<file path="src/rtl/serial_adder.sv">
// rtl/serial_adder.sv - bit-serial LSB-first adder with valid/ready handshakes.
// Define SERIAL_ADDER_OVF_EN to add the registered signed-overflow output ovf.
module serial_adder #(
  parameter int WIDTH = 8
) (
  input  logic             clk,
  input  logic             rst_n,
  input  logic             in_valid,
  output logic             in_ready,
  input  logic [WIDTH-1:0] a,
  input  logic [WIDTH-1:0] b,
  input  logic             cin,
  output logic             out_valid,
  input  logic             out_ready,
  output logic [WIDTH-1:0] sum,
  output logic             cout,
  output logic             busy
`ifdef SERIAL_ADDER_OVF_EN
  ,
  output logic             ovf
`endif
);

  localparam int CNT_W = $clog2(WIDTH + 1);

  typedef enum logic [1:0] {IDLE, SHIFT, DONE} state_t;

  state_t           state_q, state_d;
  logic [WIDTH-1:0] a_q, a_d, b_q, b_d;
  logic [WIDTH-1:0] res_q, res_d;
  logic [WIDTH-1:0] sum_q, sum_d;
  logic             c_q, c_d;
  logic             cout_q, cout_d;
  logic [CNT_W-1:0] cnt_q, cnt_d;
  logic             hs, hc, s_bit, c_next;
`ifdef SERIAL_ADDER_OVF_EN
  logic             ovf_q, ovf_d;
`endif

  always_comb begin
    hs     = a_q[0] ^ b_q[0];
    hc     = a_q[0] & b_q[0];
    s_bit  = hs ^ c_q;
    c_next = hc | (c_q & hs);

    state_d = state_q;
    a_d     = a_q;
    b_d     = b_q;
    res_d   = res_q;
    sum_d   = sum_q;
    c_d     = c_q;
    cout_d  = cout_q;
    cnt_d   = cnt_q;
`ifdef SERIAL_ADDER_OVF_EN
    ovf_d   = ovf_q;
`endif

    case (state_q)
      IDLE: begin
        if (in_valid) begin
          a_d     = a;
          b_d     = b;
          c_d     = cin;
          cnt_d   = '0;
          state_d = SHIFT;
        end
      end
      SHIFT: begin
        res_d = {s_bit, res_q[WIDTH-1:1]};
        a_d   = a_q >> 1;
        b_d   = b_q >> 1;
        c_d   = c_next;
        cnt_d = cnt_q + CNT_W'(1);
        // Outputs are only published on the final shift, so they hold the previous result meanwhile.
        if (cnt_q == CNT_W'(WIDTH - 1)) begin
          state_d = DONE;
          sum_d   = res_d;
          cout_d  = c_next;
`ifdef SERIAL_ADDER_OVF_EN
          ovf_d   = c_q ^ c_next;
`endif
        end
      end
      DONE: begin
        if (out_ready) state_d = IDLE;
      end
      default: state_d = IDLE;
    endcase
  end

  always_ff @(posedge clk or negedge rst_n) begin
    if (!rst_n) begin
      state_q <= IDLE;
      a_q     <= '0;
      b_q     <= '0;
      res_q   <= '0;
      sum_q   <= '0;
      c_q     <= 1'b0;
      cout_q  <= 1'b0;
      cnt_q   <= '0;
`ifdef SERIAL_ADDER_OVF_EN
      ovf_q   <= 1'b0;
`endif
    end else begin
      state_q <= state_d;
      a_q     <= a_d;
      b_q     <= b_d;
      res_q   <= res_d;
      sum_q   <= sum_d;
      c_q     <= c_d;
      cout_q  <= cout_d;
      cnt_q   <= cnt_d;
`ifdef SERIAL_ADDER_OVF_EN
      ovf_q   <= ovf_d;
`endif
    end
  end

  assign in_ready  = (state_q == IDLE);
  assign busy      = (state_q != IDLE);
  assign out_valid = (state_q == DONE);
  assign sum       = sum_q;
  assign cout      = cout_q;
`ifdef SERIAL_ADDER_OVF_EN
  assign ovf       = ovf_q;
`endif

endmodule

</file>
<file path="config.mk">
export PLATFORM = sky130hd
export DESIGN_NAME = serial_adder
export DESIGN_NICKNAME = d
export VERILOG_FILES = /design/src/rtl/serial_adder.sv
export SDC_FILE = /design/constraint.sdc
export NUM_CORES = 1
export LEC_CHECK = 0
export BUFFER_PORTS_ARGS = -buffer_cell sky130_fd_sc_hd__buf_2
export CELL_PAD_IN_SITES_DETAIL_PLACEMENT = 0
export CELL_PAD_IN_SITES_GLOBAL_PLACEMENT = 1
export CORE_UTILIZATION = 40
export CTS_BUF_LIST = sky130_fd_sc_hd__clkbuf_4
export DETAILED_ROUTE_END_ITERATION = 16
export GPL_TIMING_DRIVEN = 0
export MAX_ROUTING_LAYER = met4
export PLACE_DENSITY = 0.83
export SLEW_MARGIN = 25
export SYNTH_ARGS = -nofsm -noshare
export SYNTH_HDL_FRONTEND = slang
export SYNTH_SLANG_ARGS = --single-unit
</file>
<file path="constraint.sdc">
create_clock -name clk -period 1.3 [get_ports clk]
set_input_delay 0.195 -clock clk [delete_from_list [all_inputs] [get_ports clk]]
set_output_delay 0.195 -clock clk [all_outputs]
set_load 0.03 [all_outputs]
</file>
==> results by group <==
STA
  • Worst slew pin tran: 0.8448 ns
  • Setup slack after layout: -0.1849 ns
  • Final period utilization: 114.2%
  • RSZ-0062 raised after global routing: yes
  • Hold Violations, Final: 0
  • Slew Viols, Final: 0
  • Slew HR: 43.68%
  • WHS: 0.1107 ns
  • Minimum period implied by the final worst setup slack: 1.485 ns
  • Fmax achieved: 673.5 MHz
  • Clock skew: 0.01157 ns
  • Final number of setup-violating endpoints: 15

Setup path
  • Crit-path slowest cell: dfrtp_1
  • CP max stage delay: 0.44 ns
  • Crit path launch: state_q[1]$_DFFE_PN0P_
  • CP startpoint kind: register
  • RR Startpoint: state_q[1]$_DFFE_PN0P_
  • R2r setup slk: -0.18 ns
  • FF-to-FF path depth: 5
  • Crit path required time: 1.53 ns
  • Crit path DAT: 1.72 ns
  • Worst setup EP type: register
  • Critical Setup Path Class: reg2reg
  • CP cell instances: buf_4 > nand2b_4 > nor3_4 > buf_12 > mux2_4
  • Worst setup path end: cout$_DFFE_PN0P_
  • CP max FO: 10
  • FF-to-FF End: cout$_DFFE_PN0P_

Yosys
  • EDFF count, synth: 0
  • Post-synthesis async set-or-reset flop share: 100.0%
  • Fraction of synthesized area in multiplexers: 11.50%
  • Count leader, synth: dfrtp_1
  • Synth Area in Compound Gates: 15.26%
  • Largest family of logic cells by synthesized area: compound AO/OA/AOI/OAI gates
  • Post-synthesis xor/xnor area fraction: 0%
  • Largest area contributor in the netlist: dfrtp_1
  • Synth Area in Adders: 1.955%
  • Synthesized Nets: 166
  • Synthesized cell area: 0.001664 mm2
  • Yosys cell types: 25
  • Register area share after synthesis: 58.65%
  • Predominant post-synthesis flop cell: dfrtp_1
  • Synth warn: 0
  • Post-Syn Instances: 143
  • Average size of a mapped cell: 11.64 um2
  • Commonest cells in the netlist: dfrtp_1, nand2_1, o21ai_0
  • Synth Area in Simple Gates: 9.323%
  • FF+latch count, synth: 39
  • Synth top area share: 58.65%
  • Largest cells by area after synthesis: dfrtp_1, mux2_2, a22oi_1

Clock network
  • Number of H-tree levels: 2
  • Root buffer cell: clkbuf_4
  • CTS sink cnt: 39
  • Worst-path clk slew: 0.12 ns
  • Clock latency on the worst-skew pair: 0.34 ns
  • Max Root-Sink Buffers: 2
  • Num CTS Buffers: 5
  • TritonCTS clock tree: done

Power
  • Leak: 0.001133 uW
  • PwrDens: 2418 mW/mm2
  • Total power: 5672 uW
  • Peak VDD IR: 0.001380 V

Place
  • Hpwl dp: 2365 um
  • Placed Cells: 225
  • Port bufs: 32
  • GPL Wtd Cong: 0.7535
  • Setup WS pre-CTS: -0.3557 ns

Detailed routing
  • Routed vias: 1292
  • Post-DRT Antenna Nets: 0
  • Post-DR wirelength/cell: 15.17 um
  • 1st-iter DRT viols: 46
  • Total Wirelength: 3777 um
  • Drc violations: 0
  • DR vias/cell: 5.189
  • Drt pass-1 iters: 4

Floorplan
  • Die H: 66.50 um
  • Initial core utilization: 41.60%
  • Horiz. Die Dim: 66.50 um
  • Die area: 0.004422 mm2
  • IO Pins: 33
  • Core area: 0.004000 mm2
  • # rows: 23

Finish
  • Register Area: 975.9 um2
  • Post-layout util: 58.65%
  • Share of layout cells above drive strength 1: 47.74%
  • Non-Filler Instances: 249
  • # diodes: 0
  • Footprint of the multi-input gates: 753.2 um2
  • Nets: 221
  • Area Growth Syn to Fin: 40.98%
  • Fill cell count: 328

Global route
  • Vias in the first global route: 1283
  • GRT Total Usage: 18.73%
  • Initial antenna violation count: 0
  • Global-route wire length before repair: 5989 um
  • Grt total ovfl: 0
  • Largest net degree at the start of global routing: 40

Hold path
  • Hold Path Origin: out_ready
  • Worst hold path class: in2reg

Outcome
  • Failing checks: setup timing
  • Status: finished with violations

Run
  • Max_cap viols: 0
-- cell usage in the layout (no fill, tap or decap), drive strengths merged, types with 2 or more instances in the layout --
cell and n:
a21oi 3, a22oi 13, and3b 2, buf 52, bufinv 2, clkbuf 10
dfrtp 39, inv 4, mux2 17, nand2 21, nand3 2, nor2 3
nor2b 2, o21ai 18
-- critical path: cells and delay by family, from the launching register on --
family                 cells  cell delay, ns
flip-flops                 1            0.44
buffers and inverters      2            0.32
AND/OR/NAND/NOR            2            0.31
multiplexers               1            0.30
-- stage by stage --
step	cell area, um2	setup TNS [ns]
after floorplan	1674	-1.099
after global placement	1897	-4.267
after detailed placement	1897	-5.295
after CTS	2232	-1.691
after global routing	2346	-3.113
final	2346	-2.445
-- where the power goes --
part | switching, uW | internal (uW) | total (uW)
Combinational | 1200 | 1390 | 2590
Clock | 398 | 621 | 1020
Sequential | 344 | 1720 | 2060
-- routing by layer --
metal	track usage, %	part of all wire [%]	wire, um
met1	24.23	45	1714
met2	29.59	50	1902
met3	3.082	2.3	88
met4	7.181	1.9	72
met5	-	0	0
-- worst min path at each step --
stage | to | slack, ns | cells past startpoint
after floorplan | a_q[0]$_DFFE_PN0P_ | -0.10 | 0
after global placement | sum[1]$_DFFE_PN0P_ | 0.33 | 1
after detailed placement | sum[0]$_DFFE_PN0P_ | 0.35 | 1
after CTS | b_q[7]$_DFFE_PN0P_ | 0.11 | 2
after global routing | state_q[1]$_DFFE_PN0P_ | 0.1 | 3
final | state_q[1]$_DFFE_PN0P_ | 0.11 | 3
-- flip-flops by register name, indices dropped and copies added (netlist names) --
| signal | flops |
|---|---|
| a_q | 8 |
| b_q | 8 |
| sum | 8 |
| res_q | 7 |
| cnt_q | 4 |
| state_q | 2 |
| c_q | 1 |
| cout | 1 |
-- cells by family (layout without fill, tap and decap cells) --
logic type	after synthesis	after routing
mux	17	17
compound gates	40	40
simple gates	32	32
flops	39	39
fa+ha+maj	2	2
buf+inv	13	69
-- cell type report --
type | count | share of cell area, %
buffer | 8 | 3.787
clock inverter | 2 | 2.560
tap | 50 | 2.667
timing repair buffer | 49 | 14.72
clock buffer | 6 | 1.920
inverter | 4 | 0.6400
sequential | 39 | 41.60
multi-input combinational | 91 | 32.11
-- repair_timing --
action                                  in CTS  in global routing
gates cloned                                 1                  1
setup buffers                                7                  7
endpoints found under the setup margin      41                 36
gates resized for setup                     44                 34
endpoints found under the hold margin       39                  0
hold buffers                                 1                  0
pin swaps                                    2                  2
No activity file was read; power rests on OpenSTA's default activity.
